<file path="config.mk">
export PLATFORM = sky130hd
export DESIGN_NAME = vga_pixel_sink
export DESIGN_NICKNAME = d
export VERILOG_FILES = /design/src/rtl/vga_pixel_sink.sv
export SDC_FILE = /design/constraint.sdc
export NUM_CORES = 1
export LEC_CHECK = 0
export ABC_AREA = 1
export CORE_MARGIN = 2
export CORE_UTILIZATION = 60
export CTS_CLUSTER_DIAMETER = 50
export DETAILED_ROUTE_END_ITERATION = 16
export GPL_TIMING_DRIVEN = 1
export HOLD_SLACK_MARGIN = 0.06
export MAX_ROUTING_LAYER = met4
export PLACE_DENSITY = 0.8
export SETUP_SLACK_MARGIN = 0.3
export SKIP_CTS_REPAIR_TIMING = 1
export SLEW_MARGIN = 20
export SYNTH_ARGS = -nofsm -noshare
export SYNTH_HDL_FRONTEND = slang
export SYNTH_SLANG_ARGS = --single-unit
</file>
<file path="constraint.sdc">
create_clock -name clk -period 3 [get_ports clk]
set_input_delay 0.6 -clock clk [delete_from_list [all_inputs] [get_ports clk]]
set_output_delay 0.6 -clock clk [all_outputs]
set_load 0.005 [all_outputs]
</file>
<file path="src/rtl/vga_pixel_sink.sv">
// ---------------------------------------------------------------------------
// vga_pixel_sink
//
// Buffers pixel write requests (colour + linear address) in a small FIFO and
// drains them one at a time through a decode engine. The engine splits the
// linear address into (x, y) by restoring division by SCREEN_W, producing
// one quotient bit per cycle. It then pulses plot for one cycle towards a
// VGA adapter. Addresses outside the screen are counted and never plotted.
//
// Ports
//   clk              system clock, rising-edge active
//   resetn           asynchronous active-low reset
//   colour[8:0]      requested colour {R[2:0], G[2:0], B[2:0]}
//   coordinates[14:0] linear address y*SCREEN_W + x
//   VGA_write_enable request strobe, one request per cycle while high
//   fifo_full        buffer holds FIFO_DEPTH entries
//   x[7:0], y[6:0]   decoded column / row
//   vga_colour[8:0]  colour to the adapter
//   plot             single-cycle write strobe
//   idle             buffer empty and engine idle
//   range_err_count  saturating count of out-of-range addresses
//   overflow         sticky: a request arrived while fifo_full was high
// ---------------------------------------------------------------------------
module vga_pixel_sink #(
    parameter int FIFO_DEPTH = 8,
    parameter int SCREEN_W   = 160,
    parameter int SCREEN_H   = 120
) (
    input  logic        clk,
    input  logic        resetn,
    input  logic [8:0]  colour,
    input  logic [14:0] coordinates,
    input  logic        VGA_write_enable,
    output logic        fifo_full,
    output logic [7:0]  x,
    output logic [6:0]  y,
    output logic [8:0]  vga_colour,
    output logic        plot,
    output logic        idle,
    output logic [7:0]  range_err_count,
    output logic        overflow
);

    localparam int AW = $clog2(FIFO_DEPTH);
    localparam int CW = AW + 1;
    localparam logic [15:0] PIXELS_L = 16'(SCREEN_W * SCREEN_H);

    typedef enum logic [1:0] {
        ST_IDLE = 2'd0,
        ST_DIV  = 2'd1,
        ST_PLOT = 2'd2
    } state_t;

    // FIFO storage and bookkeeping
    logic [23:0]   mem_q [FIFO_DEPTH];
    logic [AW-1:0] wr_ptr_q;
    logic [AW-1:0] rd_ptr_q;
    logic [CW-1:0] count_q;
    logic [CW-1:0] count_d;
    logic [23:0]   head_s;
    logic          push_s;
    logic          pop_s;

    // Engine state
    state_t        state_q;
    logic [2:0]    k_q;
    logic [15:0]   rem_q;
    logic [15:0]   rem_d;
    logic [6:0]    quo_q;
    logic [6:0]    quo_d;
    logic [8:0]    col_q;
    logic [23:0]   div_step_s;

    // Registered outputs
    logic [7:0]    x_q;
    logic [6:0]    y_q;
    logic [8:0]    vga_colour_q;
    logic          plot_q;
    logic [7:0]    err_q;
    logic          overflow_q;

    assign fifo_full       = (count_q == CW'(FIFO_DEPTH));
    assign idle            = (state_q == ST_IDLE) && (count_q == '0);
    assign x               = x_q;
    assign y               = y_q;
    assign vga_colour      = vga_colour_q;
    assign plot            = plot_q;
    assign range_err_count = err_q;
    assign overflow        = overflow_q;

    // The full test uses the pre-edge count, so a same-cycle pop never frees a slot for a push.
    assign push_s = VGA_write_enable && !fifo_full;
    assign pop_s  = (state_q == ST_IDLE) && (count_q != '0);
    assign head_s = mem_q[rd_ptr_q];

    // Entry count next-state: simultaneous push and pop leaves it unchanged
    always_comb begin
        count_d = count_q;
        case ({push_s, pop_s})
            2'b10:   count_d = count_q + CW'(1);
            2'b01:   count_d = count_q - CW'(1);
            default: count_d = count_q;
        endcase
    end

    // One restoring-division step: compare against SCREEN_W shifted to bit k
    always_comb begin
        div_step_s = 24'(SCREEN_W) << k_q;
        if ({8'd0, rem_q} >= div_step_s) begin
            rem_d = rem_q - div_step_s[15:0];
            quo_d = quo_q | (7'd1 << k_q);
        end else begin
            rem_d = rem_q;
            quo_d = quo_q;
        end
    end

    // FIFO data array; contents are meaningless after reset because the pointers clear
    always_ff @(posedge clk) begin
        if (push_s) begin
            mem_q[wr_ptr_q] <= {colour, coordinates};
        end
    end

    // FIFO pointers, occupancy and sticky overflow flag
    always_ff @(posedge clk or negedge resetn) begin
        if (!resetn) begin
            wr_ptr_q   <= '0;
            rd_ptr_q   <= '0;
            count_q    <= '0;
            overflow_q <= 1'b0;
        end else begin
            count_q <= count_d;
            if (push_s) begin
                wr_ptr_q <= wr_ptr_q + AW'(1);
            end
            if (pop_s) begin
                rd_ptr_q <= rd_ptr_q + AW'(1);
            end
            if (VGA_write_enable && fifo_full) begin
                overflow_q <= 1'b1;
            end
        end
    end

    // Decode engine: IDLE pops and range-checks, DIV makes quotient bits 6..0, PLOT strobes once
    always_ff @(posedge clk or negedge resetn) begin
        if (!resetn) begin
            state_q      <= ST_IDLE;
            k_q          <= 3'd0;
            rem_q        <= 16'd0;
            quo_q        <= 7'd0;
            col_q        <= 9'd0;
            x_q          <= 8'd0;
            y_q          <= 7'd0;
            vga_colour_q <= 9'd0;
            plot_q       <= 1'b0;
            err_q        <= 8'd0;
        end else begin
            case (state_q)
                ST_IDLE: begin
                    plot_q <= 1'b0;
                    if (pop_s) begin
                        col_q <= head_s[23:15];
                        if ({1'b0, head_s[14:0]} >= PIXELS_L) begin
                            if (err_q != 8'hFF) begin
                                err_q <= err_q + 8'd1;
                            end
                        end else begin
                            rem_q   <= {1'b0, head_s[14:0]};
                            quo_q   <= 7'd0;
                            k_q     <= 3'd6;
                            state_q <= ST_DIV;
                        end
                    end
                end
                ST_DIV: begin
                    rem_q <= rem_d;
                    quo_q <= quo_d;
                    if (k_q == 3'd0) begin
                        // Outputs are loaded together with the strobe so they are valid while plot=1
                        state_q      <= ST_PLOT;
                        plot_q       <= 1'b1;
                        x_q          <= rem_d[7:0];
                        y_q          <= quo_d;
                        vga_colour_q <= col_q;
                    end else begin
                        k_q <= k_q - 3'd1;
                    end
                end
                ST_PLOT: begin
                    plot_q  <= 1'b0;
                    state_q <= ST_IDLE;
                end
                default: begin
                    plot_q  <= 1'b0;
                    state_q <= ST_IDLE;
                end
            endcase
        end
    end

endmodule
</file>
# == Word level (Yosys, flattened, before mapping) ==
# Memories as Yosys holds them, arrays and structs flattened.
# Index checks and enable logic that the tools add are counted.
# word_totals
ff_bits,81
ram_bits,192
in_bits,27
out_inout_bits,36
word_cells,77
memories,1
# classes
addsub,7
order_cmp,2
eq_ne,10
shift,2
n_mux,21
bitwise,1
n_reduce_logical,18
# mem_list
memory,words,width,rd,rd_clocked_by_memory_dff,write_ports,line_no,text
mem_q,8,24,1,0,1,55,logic [23:0] mem_q [FIFO_DEPTH];
# ops
op,n
16-bit two-way mux,3
16-bit case mux with 2 select lines,1
16-bit by 24-bit greater-or-equal comparator with 1-bit output,1
"8-bit by 3-bit << shifter with 24-bit output, first input constant",1
7-bit two-way mux,3
16-bit subtractor,1
"15-bit greater-or-equal comparator, second input constant",1
7-bit case mux with 2 select lines,1
4-bit AND reduction,3
"2-bit != test, second input constant",5
3-bit two-way mux,3
"8-bit by 1-bit adder with 8-bit output, second input constant",1
"8-bit != test, second input constant",1
4-bit case mux with 2 select lines,1
7-bit OR,1
"1-bit by 3-bit << shifter with 7-bit output, first input constant",1
"3-bit by 1-bit adder with 3-bit output, second input constant",2
2-bit two-way mux,3
3-bit case mux with 2 select lines,1
3-bit AND reduction,2
"4-bit by 1-bit adder with 4-bit output, second input constant",1
"2-bit by 1-bit equality test with 1-bit output, second input constant",2
"4-bit equality test, second input constant",1
1-bit logical AND,4
other kinds (12),17

# == Depth between registers and ports, before layout ==
# Gate-level depths: netlist of run 1.
# depth
word_depth,5
depth_mapped,17
mapped_depth_nobuf,15

# == Worst setup path before layout of run 1 ==
# No wires, ideal clock.
# synth_path
kind,register -> register
startpoint,register k_q[0]
endpoint,register rem_q[15]
setup_ns,0.118
t_arrival_ns,2.330
required_time_ns,2.882
slack_ns,0.552
stages_incl_launch_ff,15
path_buffers,0
synth_period_minus_slack_ns,2.448
cell_sequence,dfrtp_1 inv_1 ha_1 nand2_1 and2_1 ha_1 a21oi_1 o21ai_0 nand2_1 nand3_1 nand2_1 nand2_4 inv_4 nand2_1 nand2_1
# synth_via
elab_chain_len,4
elab_cells_between_ends,7
classes_between,add/sub: 1; order compare: 1; eq/ne: 1; shift: 1; mux: 2; reduce/logical: 1
# synth_rtl
element,line_no,text
"start, declared",66,logic [2:0] k_q;
"start signal, assigned",188,k_q <= k_q - 3'd1;
8-bit by 3-bit << shifter with 24-bit output *,108,div_step_s = 24'(SCREEN_W) << k_q;
16-bit by 24-bit greater-or-equal comparator with 1-bit output or 16-bit subtractor (tied branches),"109, 110",
2-bit != test (no source line) or 16-bit two-way mux (tied branches),n/a,
4-bit AND reduction (no source line) or 16-bit case mux with 2 select lines (tied branches),n/a,
"end signal, assigned",170,"rem_q <= {1'b0, head_s[14:0]};"
"end signal, assigned",178,rem_q <= rem_d;
"end, declared",67,logic [15:0] rem_q;
# Every way passes the cells marked *; elsewhere a longest branch is shown, timed or not. The select of a mux whose other input is x is not followed.
# A chain may end at the register's enable or synchronous reset.

# == Final worst setup path of run 1 ==
# layout_path
startpoint,register count_q[1]
endpoint,output idle
# layout_via
elab_chain_len,2
# layout_rtl
element,line_no,text
"start, declared",58,logic [CW-1:0] count_q;
"start signal, assigned",133,count_q <= count_d;
4-bit zero test,83,assign idle = (state_q == ST_IDLE) && (count_q == '0);
1-bit logical AND,83,
"end, declared",39,"output logic idle,"
# Every way passes these cells.

==> report_table.html, run 1 <==
<table>
<tr><th>Metric</th><th>Value</th></tr>
<tr><th colspan="2">Yosys</th></tr>
<tr><td>Share of flip-flops with an asynchronous set or reset</td><td>29.7%</td></tr>
<tr><td>Sequential area share after synthesis</td><td>66.1%</td></tr>
<tr><td>Cells after synthesis</td><td>1089</td></tr>
<tr><td>Area contributors post-synth</td><td>edfxtp_1 49%, dfrtp_1 17%, nand2_1 8.3%</td></tr>
<tr><td>Cell type contributing the most total cell area after synthesis</td><td>edfxtp_1</td></tr>
<tr><td>Avg Cell Area, Syn</td><td>10.8 um^2</td></tr>
<tr><td>Post-Syn Nets</td><td>1138</td></tr>
<tr><td>Synthesis-stage register bit count</td><td>273</td></tr>
<tr><td>Number of flops mapped to enable cells by yosys</td><td>192</td></tr>
<tr><td>Synth Flop Type</td><td>edfxtp_1</td></tr>
<tr><td>Most used standard cell by instance count after synthesis</td><td>nand2_1</td></tr>
<tr><td>Top post-synthesis cells by count</td><td>259 x nand2_1, 192 x edfxtp_1, 118 x o21ai_0</td></tr>
<tr><td>Warning count from the yosys run</td><td>0</td></tr>
<tr><td>Share of the synthesized area in the top cell type</td><td>48.9%</td></tr>
<tr><td>Number of unique standard cell types used by synthesis</td><td>39</td></tr>
<tr><td>Area of the mapped netlist</td><td>11800 um^2</td></tr>
<tr><th colspan="2">Floorplan</th></tr>
<tr><td>Total I/O pin count</td><td>63</td></tr>
<tr><td>DIE AREA</td><td>20800 um^2</td></tr>
<tr><td>Effective utilization at floorplan</td><td>60.7%</td></tr>
<tr><td>Width of the chip</td><td>144 um</td></tr>
<tr><td>Row count</td><td>51</td></tr>
<tr><td>Core Area</td><td>19400 um^2</td></tr>
<tr><td>Die H</td><td>144 um</td></tr>
<tr><th colspan="2">Setup path</th></tr>
<tr><td>Number of buffers and inverters on the critical path</td><td>1</td></tr>
<tr><td>Top Family by Delay on Critical Path</td><td>buffers and inverters</td></tr>
<tr><td>RR Startpoint</td><td>k_q[0]$_DFFE_PN0P_</td></tr>
<tr><td>Arrival @ worst endpoint</td><td>1990 ps</td></tr>
<tr><td>Data required time at the worst endpoint</td><td>2400 ps</td></tr>
<tr><td>Critical path cell sequence</td><td>nor2_2 -&gt; nand3_2 -&gt; nor3_2 -&gt; clkdlybuf4s50_1</td></tr>
<tr><td>Worst reg2reg setup slack</td><td>470 ps</td></tr>
<tr><td>Crit start category</td><td>flop</td></tr>
<tr><td>Start-to-end type of the worst setup path</td><td>reg -&gt; out</td></tr>
<tr><td>Crit path max-delay cell type</td><td>clkdlybuf4s50_1</td></tr>
<tr><td>Slowest cell delay on critical path</td><td>540 ps</td></tr>
<tr><td>Type of destination of the critical path</td><td>output port</td></tr>
<tr><td>Cell count of the worst reg-to-reg path</td><td>12</td></tr>
<tr><td>Worst reg2reg path endpoint</td><td>rem_q[6]$_DFFE_PN0P_</td></tr>
<tr><td>CP max FO</td><td>4</td></tr>
<tr><th colspan="2">Routing</th></tr>
<tr><td>Post-DR vias/cell</td><td>5.70</td></tr>
<tr><td>Total length of routed met2 wires</td><td>13000 um</td></tr>
<tr><td>Met1 wire length</td><td>10400 um</td></tr>
<tr><td>DRC</td><td>0</td></tr>
<tr><td>Met3 wire length</td><td>1800 um</td></tr>
<tr><td>Wirelength per Cell</td><td>17.9 um</td></tr>
<tr><td>Number of vias in the routed layout</td><td>8231</td></tr>
<tr><td>Number of DRC violations after detailed-routing iteration 0</td><td>647</td></tr>
<tr><td>Antenna-violating nets left</td><td>0</td></tr>
<tr><td>First drt pass iteration count</td><td>5</td></tr>
<tr><td>Total wire length</td><td>25900 um</td></tr>
<tr><td>Top layer in use</td><td>met4</td></tr>
<tr><th colspan="2">GRT</th></tr>
<tr><td>Aggregate global-route resource usage</td><td>26.0%</td></tr>
<tr><td>First-pass GRT wire length</td><td>40200 um</td></tr>
<tr><td>Largest net degree at the start of global routing</td><td>57</td></tr>
<tr><td>Number of global-route vias before repair</td><td>7947</td></tr>
<tr><td>GRT overflow</td><td>0</td></tr>
<tr><td>Antenna violations before repair</td><td>0</td></tr>
<tr><th colspan="2">Clocking</th></tr>
<tr><td>Clk sink count</td><td>273</td></tr>
<tr><td>Buffers from clock root to sink, at most</td><td>3</td></tr>
<tr><td>Clock-pin slew on the worst setup and hold paths</td><td>60 ps</td></tr>
<tr><td>Cell at the root of the clock tree</td><td>clkbuf_16</td></tr>
<tr><td>CTS tree</td><td>yes</td></tr>
<tr><td>Clock H-tree levels</td><td>1</td></tr>
<tr><td>Cts bufs inserted</td><td>29</td></tr>
<tr><td>Clk Latency, worst-skew pair</td><td>560 ps</td></tr>
<tr><th colspan="2">Layout</th></tr>
<tr><td>Antenna diodes</td><td>0</td></tr>
<tr><td>Growth of design area from synthesis to finish</td><td>16.6%</td></tr>
<tr><td>Non-filler instance count after layout</td><td>1445</td></tr>
<tr><td>Utilization after layout</td><td>70.8%</td></tr>
<tr><td>Final Net Count</td><td>1206</td></tr>
<tr><td>Share of layout cells above drive strength 1</td><td>9.32%</td></tr>
<tr><th colspan="2">Timing</th></tr>
<tr><td>Unrepaired setup endpoints after global routing</td><td>no</td></tr>
<tr><td>Time the final worst path needs with I/O delays and setup</td><td>2590 ps</td></tr>
<tr><td>Final-report setup violation count</td><td>0</td></tr>
<tr><td>Setup TNS after final layout</td><td>0 ps</td></tr>
<tr><td>Highest achievable clock rate</td><td>387 MHz</td></tr>
<tr><td>Remaining max-slew budget at the tightest pin</td><td>57.9%</td></tr>
<tr><td>Worst Tran Pin Value</td><td>631 ps</td></tr>
<tr><td>Clock Skews</td><td>19.0 ps</td></tr>
<tr><td>Final hold viol count</td><td>0</td></tr>
<tr><td>Share of the clock period used by the worst path after layout</td><td>86.2%</td></tr>
<tr><td>Final Max Tran Viols</td><td>0</td></tr>
<tr><th colspan="2">Placement</th></tr>
<tr><td>GPL Wtd Cong</td><td>0.922</td></tr>
<tr><td>Count of buffers inserted at the top-level ports</td><td>62</td></tr>
<tr><td>Post-DP HPWL</td><td>15200 um</td></tr>
<tr><td>Cell Count Post-Placement</td><td>1391</td></tr>
<tr><th colspan="2">Power</th></tr>
<tr><td>Share of power burned in registers</td><td>35.2%</td></tr>
<tr><td>Worst-case vdd ir drop</td><td>0.620 mV</td></tr>
<tr><td>Switching pwr</td><td>6150 uW</td></tr>
<tr><td>Clock share of power</td><td>23.0%</td></tr>
<tr><td>Switching power share of the total</td><td>40.0%</td></tr>
<tr><td>Leakage</td><td>0.00554 uW</td></tr>
<tr><td>Cell internal power dissipation</td><td>9240 uW</td></tr>
<tr><td>Combinational share of power</td><td>41.8%</td></tr>
<tr><td>Power density over the cells</td><td>1120 nW/um^2</td></tr>
<tr><th colspan="2">Job</th></tr>
<tr><td>MaxCap Viol Count</td><td>0</td></tr>
<tr><th colspan="2">Run status</th></tr>
<tr><td>Outcome</td><td>finished, final reports clean</td></tr>
<tr><th colspan="2">Hold path</th></tr>
<tr><td>Min-Delay Path Class</td><td>in -&gt; async</td></tr>
</table>
## state kept, by name, indices dropped and copies added, names as in the netlist
register	cells
k_q	3
overflow	1
state_q	2
plot	1
range_err_count	8
rem_q	16
mem_q	192
count_q	4
vga_colour	9
quo_q	7
wr_ptr_q	3
col_q	9
x	8
y	7
rd_ptr_q	3
## worst reg2reg max path: stages (launching register included)
cell and delay (ps):
dfrtp_2 450, inv_2 110, ha_1 170, nand2_1 110, ha_1 350, inv_1 100, o21bai_1 100, a21oi_1 380
nand4_1 230, nand3_1 150, o21ai_0 90, nand3_1 100, nand2_1 60
## worst max path at each step
stage | start | end | slack (ps) | cells after the start
2_1_floorplan | k_q[0]$_DFFE_PN0P_ | rem_q[15]$_DFFE_PN0P_ | 550 | 14
3_3_place_gp | k_q[0]$_DFFE_PN0P_ | rem_q[13]$_DFFE_PN0P_ | 270 | 14
3_5_place_dp | k_q[0]$_DFFE_PN0P_ | rem_q[15]$_DFFE_PN0P_ | 120 | 14
4_1_cts | k_q[0]$_DFFE_PN0P_ | rem_q[15]$_DFFE_PN0P_ | 110 | 14
5_1_grt | rd_ptr_q[0]$_DFFE_PN0P_ | rem_q[15]$_DFFE_PN0P_ | 310 | 12
6_report | count_q[1]$_DFFE_PN0P_ | idle | 410 | 4
## metal layers
layer	up-vias	GRT usage [%]
li1	3870	-
met1	3962	32.1
met2	330	44.1
met3	69	3.94
met4	0	9.30
met5	-	-
## stage by stage
stage | instance area (um^2) | hold WS, ps | power (uW) | worst slack, ps
5_1_grt | 13700 | 117 | 16400 | 307
6_report | 13700 | 64.7 | 15400 | 413
3_3_place_gp | 12700 | 440 | 11400 | 270
4_1_cts | 13700 | 74.0 | 15300 | 111
2_1_floorplan | 11800 | 304 | 9760 | 552
3_5_place_dp | 12700 | 447 | 11700 | 121
## area by class of cell
class,count,area [um^2]
clock buffer,38,790
clock inverter,16,175
fill,1393,5660
inverter,85,327
multi-input combinational,684,3510
sequential,273,7800
tap,265,332
timing repair buffer,84,808
## logic make-up after synthesis
logic type / Yosys count / share of synthesized area, %
XOR/XNOR: 22 / 1.64
buffers and inverters: 132 / 4.75
AO/OA/AOI/OAI: 193 / 9.58
AND/OR/NAND/NOR: 446 / 15.4
multiplexers: 1 / 0.0849
flip-flops: 273 / 66.1
adder cells (fa/ha/maj): 22 / 2.40
## power groups by stage
stage	combinational, uW	sequential [uW]	clock, uW
final	6430	5420	3540
after global routing	7130	5500	3720
after CTS	6290	5400	3580
after detailed placement	6200	5450	0
after global placement	6010	5430	0
after floorplan	4420	5330	0
## placed cells by master (no fill, tap or decap), types with 3 or more instances in the layout
cell type        synthesis  final
nor2_2                   0      9
edfxtp_1               192    192
clkbuf_1                24      6
xnor2_1                  9      9
clkinv_2                 0      5
o22ai_1                 14     14
clkinv_1                 1      3
nand4_1                  5      5
o21ai_2                  3      3
dfrtp_1                 81     79
o21ai_0                118    117
nand2_4                  3      4
inv_2                    3      5
xor2_1                  13     13
a21oi_1                 14     13
o211ai_1                 3      3
clkbuf_8                 0      3
nand3_2                  1      3
o21bai_1                 6      6
o221ai_1                24     24
ha_1                    21     20
nand3_1                 58     55
buf_4                    3     21
inv_1                   79     77
or2_2                    3      3
clkbuf_16                0     29
nand2_2                  5      5
nand2_1                259    258
o21ai_1                  5      6
clkdlybuf4s50_1          0     61
nor2_1                 107     98
(Power assumes the default switching activity.)
==> run 2, diff against run 1 <==
--- a/config.mk
+++ b/config.mk
@@ -6,6 +6,7 @@
 export NUM_CORES = 1
 export LEC_CHECK = 0
 export ABC_AREA = 1
+export CAP_MARGIN = 40
 export CORE_MARGIN = 2
 export CORE_UTILIZATION = 60
 export CTS_CLUSTER_DIAMETER = 50
==> results of run 2 <==
No change in the layout: final DEF, timing and power equal those of run 1.
